File: src/rtl/rr_mux_stream.sv
// N-way valid/ready stream merger with a single registered output stage.
// Grants by round-robin (mode=0) or by fixed channel select (mode=1).
module rr_mux_stream #(
    parameter int N = 8,
    parameter int W = 16,
    localparam int SW = $clog2(N)
) (
    input  logic           clk,
    input  logic           rst_n,
    input  logic [N*W-1:0] in_data,
    input  logic [N-1:0]   in_valid,
    output logic [N-1:0]   in_ready,
    input  logic           mode,
    input  logic [SW-1:0]  sel,
    output logic [W-1:0]   out_data,
    output logic           out_valid,
    output logic [SW-1:0]  out_sel,
    input  logic           out_ready
);

    logic [SW-1:0] ptr;
    logic [SW-1:0] gnt;
    logic          gnt_vld;
    logic [W-1:0]  gnt_data;
    logic          load;
    logic          xfer;

    assign load = ~out_valid | out_ready;
    assign xfer = gnt_vld & load;

    always_comb begin
        int idx;
        idx     = 0;
        gnt_vld = 1'b0;
        gnt     = '0;
        if (mode) begin
            // An out-of-range sel matches no channel, so it never grants.
            for (int i = 0; i < N; i++) begin
                if (sel == SW'(i) && in_valid[i]) begin
                    gnt_vld = 1'b1;
                    gnt     = SW'(i);
                end
            end
        end else begin
            // Scan from farthest to nearest so the nearest requester after ptr wins.
            for (int k = N; k >= 1; k--) begin
                idx = (int'(ptr) + k) % N;
                if (in_valid[idx]) begin
                    gnt_vld = 1'b1;
                    gnt     = SW'(idx);
                end
            end
        end
    end

    always_comb begin
        in_ready = '0;
        if (xfer) begin
            in_ready[gnt] = 1'b1;
        end
    end

    assign gnt_data = in_data[int'(gnt)*W +: W];

    // Output register stage
    always_ff @(posedge clk or negedge rst_n) begin
        if (!rst_n) begin
            out_valid <= 1'b0;
            out_data  <= '0;
            out_sel   <= '0;
            ptr       <= SW'(N - 1);
        end else if (xfer) begin
            out_valid <= 1'b1;
            out_data  <= gnt_data;
            out_sel   <= gnt;
            if (!mode) begin
                ptr <= gnt;
            end
        end else if (out_ready) begin
            out_valid <= 1'b0;
        end
    end

endmodule

File: config.mk
export PLATFORM = sky130hd
export DESIGN_NAME = rr_mux_stream
export DESIGN_NICKNAME = d
export VERILOG_FILES = /design/src/rtl/rr_mux_stream.sv
export SDC_FILE = /design/constraint.sdc
export NUM_CORES = 1
export LEC_CHECK = 0
export BUFFER_PORTS_ARGS = -buffer_cell sky130_fd_sc_hd__clkbuf_2
export CAP_MARGIN = 20
export CORE_UTILIZATION = 50
export CTS_BUF_LIST = sky130_fd_sc_hd__clkbuf_4 sky130_fd_sc_hd__clkbuf_8
export CTS_CLUSTER_DIAMETER = 40
export DETAILED_ROUTE_END_ITERATION = 8
export PLACE_DENSITY_LB_ADDON = 0.2
export REMOVE_ABC_BUFFERS = 1
export SETUP_SLACK_MARGIN = 0.05
export SLEW_MARGIN = 5
export SYNTH_ARGS = -nofsm -noshare
export SYNTH_HDL_FRONTEND = slang
export SYNTH_SLANG_ARGS = --single-unit
export TNS_END_PERCENT = 100
File: constraint.sdc
create_clock -name clk -period 5.9 [get_ports clk]
set_clock_uncertainty 0.1 [all_clocks]
set_input_delay 1.18 -clock clk [delete_from_list [all_inputs] [get_ports clk]]
set_output_delay 1.18 -clock clk [all_outputs]
set_load 0.05 [all_outputs]
# Word-level counts from Yosys, hierarchy flattened
# Cells that the tools add are included.
dict set report word_totals {
  out_inout_bits 28
  reg_bits 23
  input_bits 143
  elab_cells 124
}
dict set report classes {
  n_bitwise 12
  mux 62
  n_reduce_logical 20
  eq_ne 7
  shifts 1
  order_cmp 10
  addsub 8
}
# op n
set ops {}
lappend ops {{128-bit by 8-bit indexed part select with 16-bit output} 1}
lappend ops {{3-bit 2-to-1 mux} 15}
lappend ops {{4-bit by 5-bit < comparator with 1-bit output, second input constant} 8}
lappend ops {{1-bit 2-to-1 mux} 37}
lappend ops {{1-bit binary-select mux with 3-bit select} 8}
lappend ops {{3-bit OR reduction} 8}
lappend ops {{3-bit adder, second input constant} 4}
lappend ops {{3-bit equality test, second input constant} 4}
lappend ops {{1-bit logical AND} 9}
lappend ops {{1-bit bitwise AND, first input constant} 8}
lappend ops {{8-bit 2-to-1 mux} 1}
lappend ops {{3-bit by 1-bit adder with 3-bit output, second input constant} 2}
lappend ops {{3-bit by 2-bit adder with 3-bit output, second input constant} 2}
lappend ops {{3-bit by 2-bit equality test with 1-bit output, second input constant} 2}
lappend ops {{3-bit by 4-bit < comparator with 1-bit output, second input constant} 1}
lappend ops {{1-bit demux with 3-bit select} 1}
lappend ops {{3-bit by 1-bit equality test with 1-bit output, second input constant} 1}
lappend ops {{3-bit by 1-bit greater-or-equal comparator with 1-bit output, second input constant} 1}
lappend ops {{3-bit zero test} 1}
lappend ops {{1-bit NOT} 2}
lappend ops {{2-bit AND reduction} 1}
lappend ops {{2-bit nonzero test} 1}
lappend ops {{1-bit bitwise AND} 1}
lappend ops {{1-bit OR} 1}

# Depth between registers and ports, before layout
dict set report depth {
  depth_word 20
  mapped_depth 18
}

# Worst setup path before layout
# No wires, ideal clock.
dict set report synth_timing {
  path_kind {register -> output}
  from {register ptr[0]}
  to {output port in_ready[2]}
  required_ns 4.620
  path_buffers 4
  setup_slack_ns 0.222
  arrival_time_ns 4.398
  path_stages_with_launch 14
  cell_sequence {dfstp_2 > buf_6 > buf_2 > inv_1 > ha_1 > xor2_2 > mux4_2 > a2111oi_4 > o31ai_4 > nand3_2 > clkbuf_1 > buf_4 > nand2_1 > nor3_1}
}
dict set report synth_between {
  elab_chain_len 18
}
# item line
set synth_lines {}
lappend synth_lines {{start: declaration} 21} ;# logic [SW-1:0] ptr;
lappend synth_lines {{start signal: assignment} 71} ;# ptr <= SW'(N - 1);
lappend synth_lines {{start signal: assignment} 77} ;# ptr <= gnt;
lappend synth_lines {{3-bit by 1-bit adder with 3-bit output} 47} ;# idx = (int'(ptr) + k) % N;
lappend synth_lines {{1-bit binary-select mux with 3-bit select} 48} ;# if (in_valid[idx]) begin
lappend synth_lines {{1-bit 2-to-1 mux (not written as such) (2 in a row)} 48}
lappend synth_lines {{3-bit 2-to-1 mux (8 in a row)} 48}
lappend synth_lines {{3-bit 2-to-1 mux} 36} ;# if (mode) begin
lappend synth_lines {{3-bit by 4-bit < comparator with 1-bit output (not written as such) / 3-bit by 1-bit greater-or-equal comparator with 1-bit output (equally long branches)} 59} ;# in_ready[gnt] = 1'b1;
lappend synth_lines {{1-bit logical AND (not written as such)} 59}
lappend synth_lines {{1-bit 2-to-1 mux (not written as such)} 59}
lappend synth_lines {{1-bit demux with 3-bit select} 59}
lappend synth_lines {{8-bit 2-to-1 mux *} 58} ;# if (xfer) begin
lappend synth_lines {{end: declaration} 12} ;# output logic [N-1:0] in_ready,
# Mark *: on every way between the ends. The rest lies on a longest branch, timed or not. The select of a mux whose other input is x is not followed.

# Final worst setup path
dict set report layout_timing {
  from {register ptr[1]}
  to {output port in_ready[7]}
}
# The elaborated chain is that of the path after synthesis.

==> metrics.txt <==
status finished clean; I/O pin count 171; hold path cells 2; final setup violation count 0; Mapped Cells 494; Total GRT Usage 28.8%; crit path DAT 3.99 ns; vias in the first global route 3678; max_slew headroom 33.9%; Fmax 190 MHz; DRC 0; worst reg2reg path startpoint ptr[1]; Die ar. 7850 um^2; DR vias/cell 6.04; first-pass GRT wire length 17.9 mm; ys flop type dfrtp_1; chip width 88.6 um; critical path required time 4.62 ns; number of flops mapped to enable cells by yosys 0; CTS Buffer Depth 2; VDD IR-drop max 0.000461 V; GP Congestion 0.975; share of cells above drive strength 1 37.6%; Largest stage delay, worst path 0.81 ns; initial antenna violation count 0; Synth area leader nand2_1; CP cell instances inv_1 -> ha_1 -> buf_4 -> mux4_2 -> a221o_1 -> a21oi_1 -> a211oi_2 -> o21ai_4 -> o21ai_1 -> nor2_1 -> clkbuf_2; WP buf/inv 3; Hold Crit Start out_sel[0]; Synth top area share 13.6%; Setup Buffers After CTS 0; Unique masters post-synth 63; Synth-to-Final Area Change 22.7%; Slew Limit Fails 0; final net count 776; CTS tree built; Hold Path Sink out_sel[0]; unrepaired setup endpoints after global routing no; Final Hold Viols 0; leak pwr 2.19 nW; chip height 88.6 um; Clock Latency Late Sink 0.27 ns; clk slew on worst S/H paths 0.08 ns; hold_ws 0.403 ns; post-cts resize count 0; Worst Hold Class flip-flop to flip-flop; top post-synthesis cells by area nand2_1 (14%), dfrtp_1 (13%), mux4_2 (11%); post-synthesis sequential area ratio 15.4%; DR pass1 iterations 5; CP startpoint kind flip-flop; DRT iter0 DRCs 241; Num Clock Sinks 23; Crit Path Class flip-flop to output pin; kind of cell adding the most delay to the critical path compound AO/OA/AOI/OAI gates; Final HPWL DP 9.25 mm; Congestion Overflow GR 0; reg-to-reg endpoint out_data[13]; CP endpoint kind output pin; P per Cell Area 699 nW/um^2; final period utilization 89.3%; final setup TNS 0 ns; Post-Syn Area 3750 um^2; Worst Reg2Reg Path Length in Cells 12; Avg Cell Area, Syn 7.59 um^2; pin count of the biggest net entering global routing 58; Slew @ Worst Pin 0.985 ns; Final Util 63.5%; clk root buf clkbuf_8; via count 4406; WL/cell 16.2 um; Routed Antenna Nets 0; Crit-path slowest cell dfstp_2; Buffers on Ports 170; total power 3.22 mW; Max Cap Viol 0; hold buffers post-CTS 0; FFs w/ async S/R, synth 100%; Floorplan Core Area 7250 um^2; Cell Rows 31; number of buffers created by CTS 3; minimum clock period 5.27 ns; Antenna Diode Count 0; flop-to-flop setup slack 1.35 ns; H-tree depth 1; YS warnings 0; Yosys reg bits 23; starting density of the core 51.7%; final WL 11.8 mm; crit path max fanout 22
registers in the layout, indices dropped and copies added (netlist names):
name,count
out_data,16
ptr,3
out_sel,3
out_valid,1
final cells by class:
type | count | area (um^2)
sequential | 23 | 579
tap | 99 | 124
timing repair buffer | 179 | 918
inverter | 10 | 37.5
multi-input combinational | 414 | 2900
clock buffer | 4 | 48.8
fill | 672 | 2650
per-stage QoR:
step,setup WS (ns),std cells,instance area (um^2)
floorplan,-1.95,447,3500
global placement,0.980,725,4560
detailed placement,0.954,725,4560
CTS,0.673,729,4600
global route,0.399,729,4600
finish,0.630,729,4600
cells in the mapped netlist, types with 4 or more instances:
library cell	instances
o211ai_1	8
a21oi_1	49
o21a_1	13
clkbuf_1	16
a311o_1	10
a221o_1	10
nand2_1	136
nor2_1	15
buf_6	5
inv_1	10
mux4_2	19
nand2b_1	11
dfrtp_1	20
o21ai_0	12
and3_1	14
a211oi_1	4
a22o_1	4
mux2_2	14
buf_2	23
o22ai_1	4
o2111ai_1	7
a31oi_1	6
and2b_1	4
nor3_1	4
a311oi_1	4
mux2i_1	14
cell usage in the layout (no fill, tap or decap), types with 4 or more instances in the layout:
master,instances
o22ai_1,4
a211oi_1,4
o21a_1,12
nor2_1,15
mux2i_1,14
a311oi_1,4
o21ai_0,12
a221o_1,10
o211ai_1,8
a21oi_1,49
mux2_2,14
o2111ai_1,7
clkbuf_2,170
a31oi_1,6
buf_4,9
dfrtp_1,20
nor3_1,4
nand2b_1,11
and3_1,14
mux4_2,19
nand2_1,136
and2b_1,4
a22o_1,4
a311o_1,10
inv_1,10
layer usage:
layer	wire length, um	GRT usage, %
met4	284	9.38
met5	0	0
met1	5030	39.0
met2	5640	47.4
met3	875	4.10
how the worst max path moves through the flow:
stage / to / from / cells past startpoint / slack, ns
after floorplan: in_ready[6] / ptr[0] / 9 / -1.95
after global placement: in_ready[7] / ptr[1] / 11 / 0.98
after detailed placement: in_ready[7] / ptr[1] / 11 / 0.95
after CTS: in_ready[7] / ptr[1] / 11 / 0.67
after global routing: in_ready[2] / ptr[1] / 9 / 0.40
final: in_ready[7] / ptr[1] / 11 / 0.63
kinds of logic (layout without fill, tap and decap cells):
| kind of cell | after synthesis | in the layout | synth area share, % |
|---|---|---|---|
| buffers and inverters | 57 | 193 | 7.67 |
| XOR/XNOR | 2 | 2 | 0.667 |
| multiplexers | 47 | 47 | 19.3 |
| flip-flops | 23 | 23 | 15.4 |
| AND/OR/NAND/NOR | 202 | 202 | 24.0 |
| AO/OA/AOI/OAI | 161 | 161 | 32.2 |
| adder cells (fa/ha/maj) | 2 | 2 | 0.667 |
tightest hold or removal path, delay by kind of cell, from the launching register on:
kind             cells  cell delay (ns)
flip-flops           1             0.36
AND/OR/NAND/NOR      2             0.12
where the power goes:
part	internal, mW	switching, mW	total [mW]
sequential	0.244	0.0982	0.343
clock	0.0528	0.0483	0.101
combinational	1.04	1.73	2.77
Power figures use the tool's default switching activity.
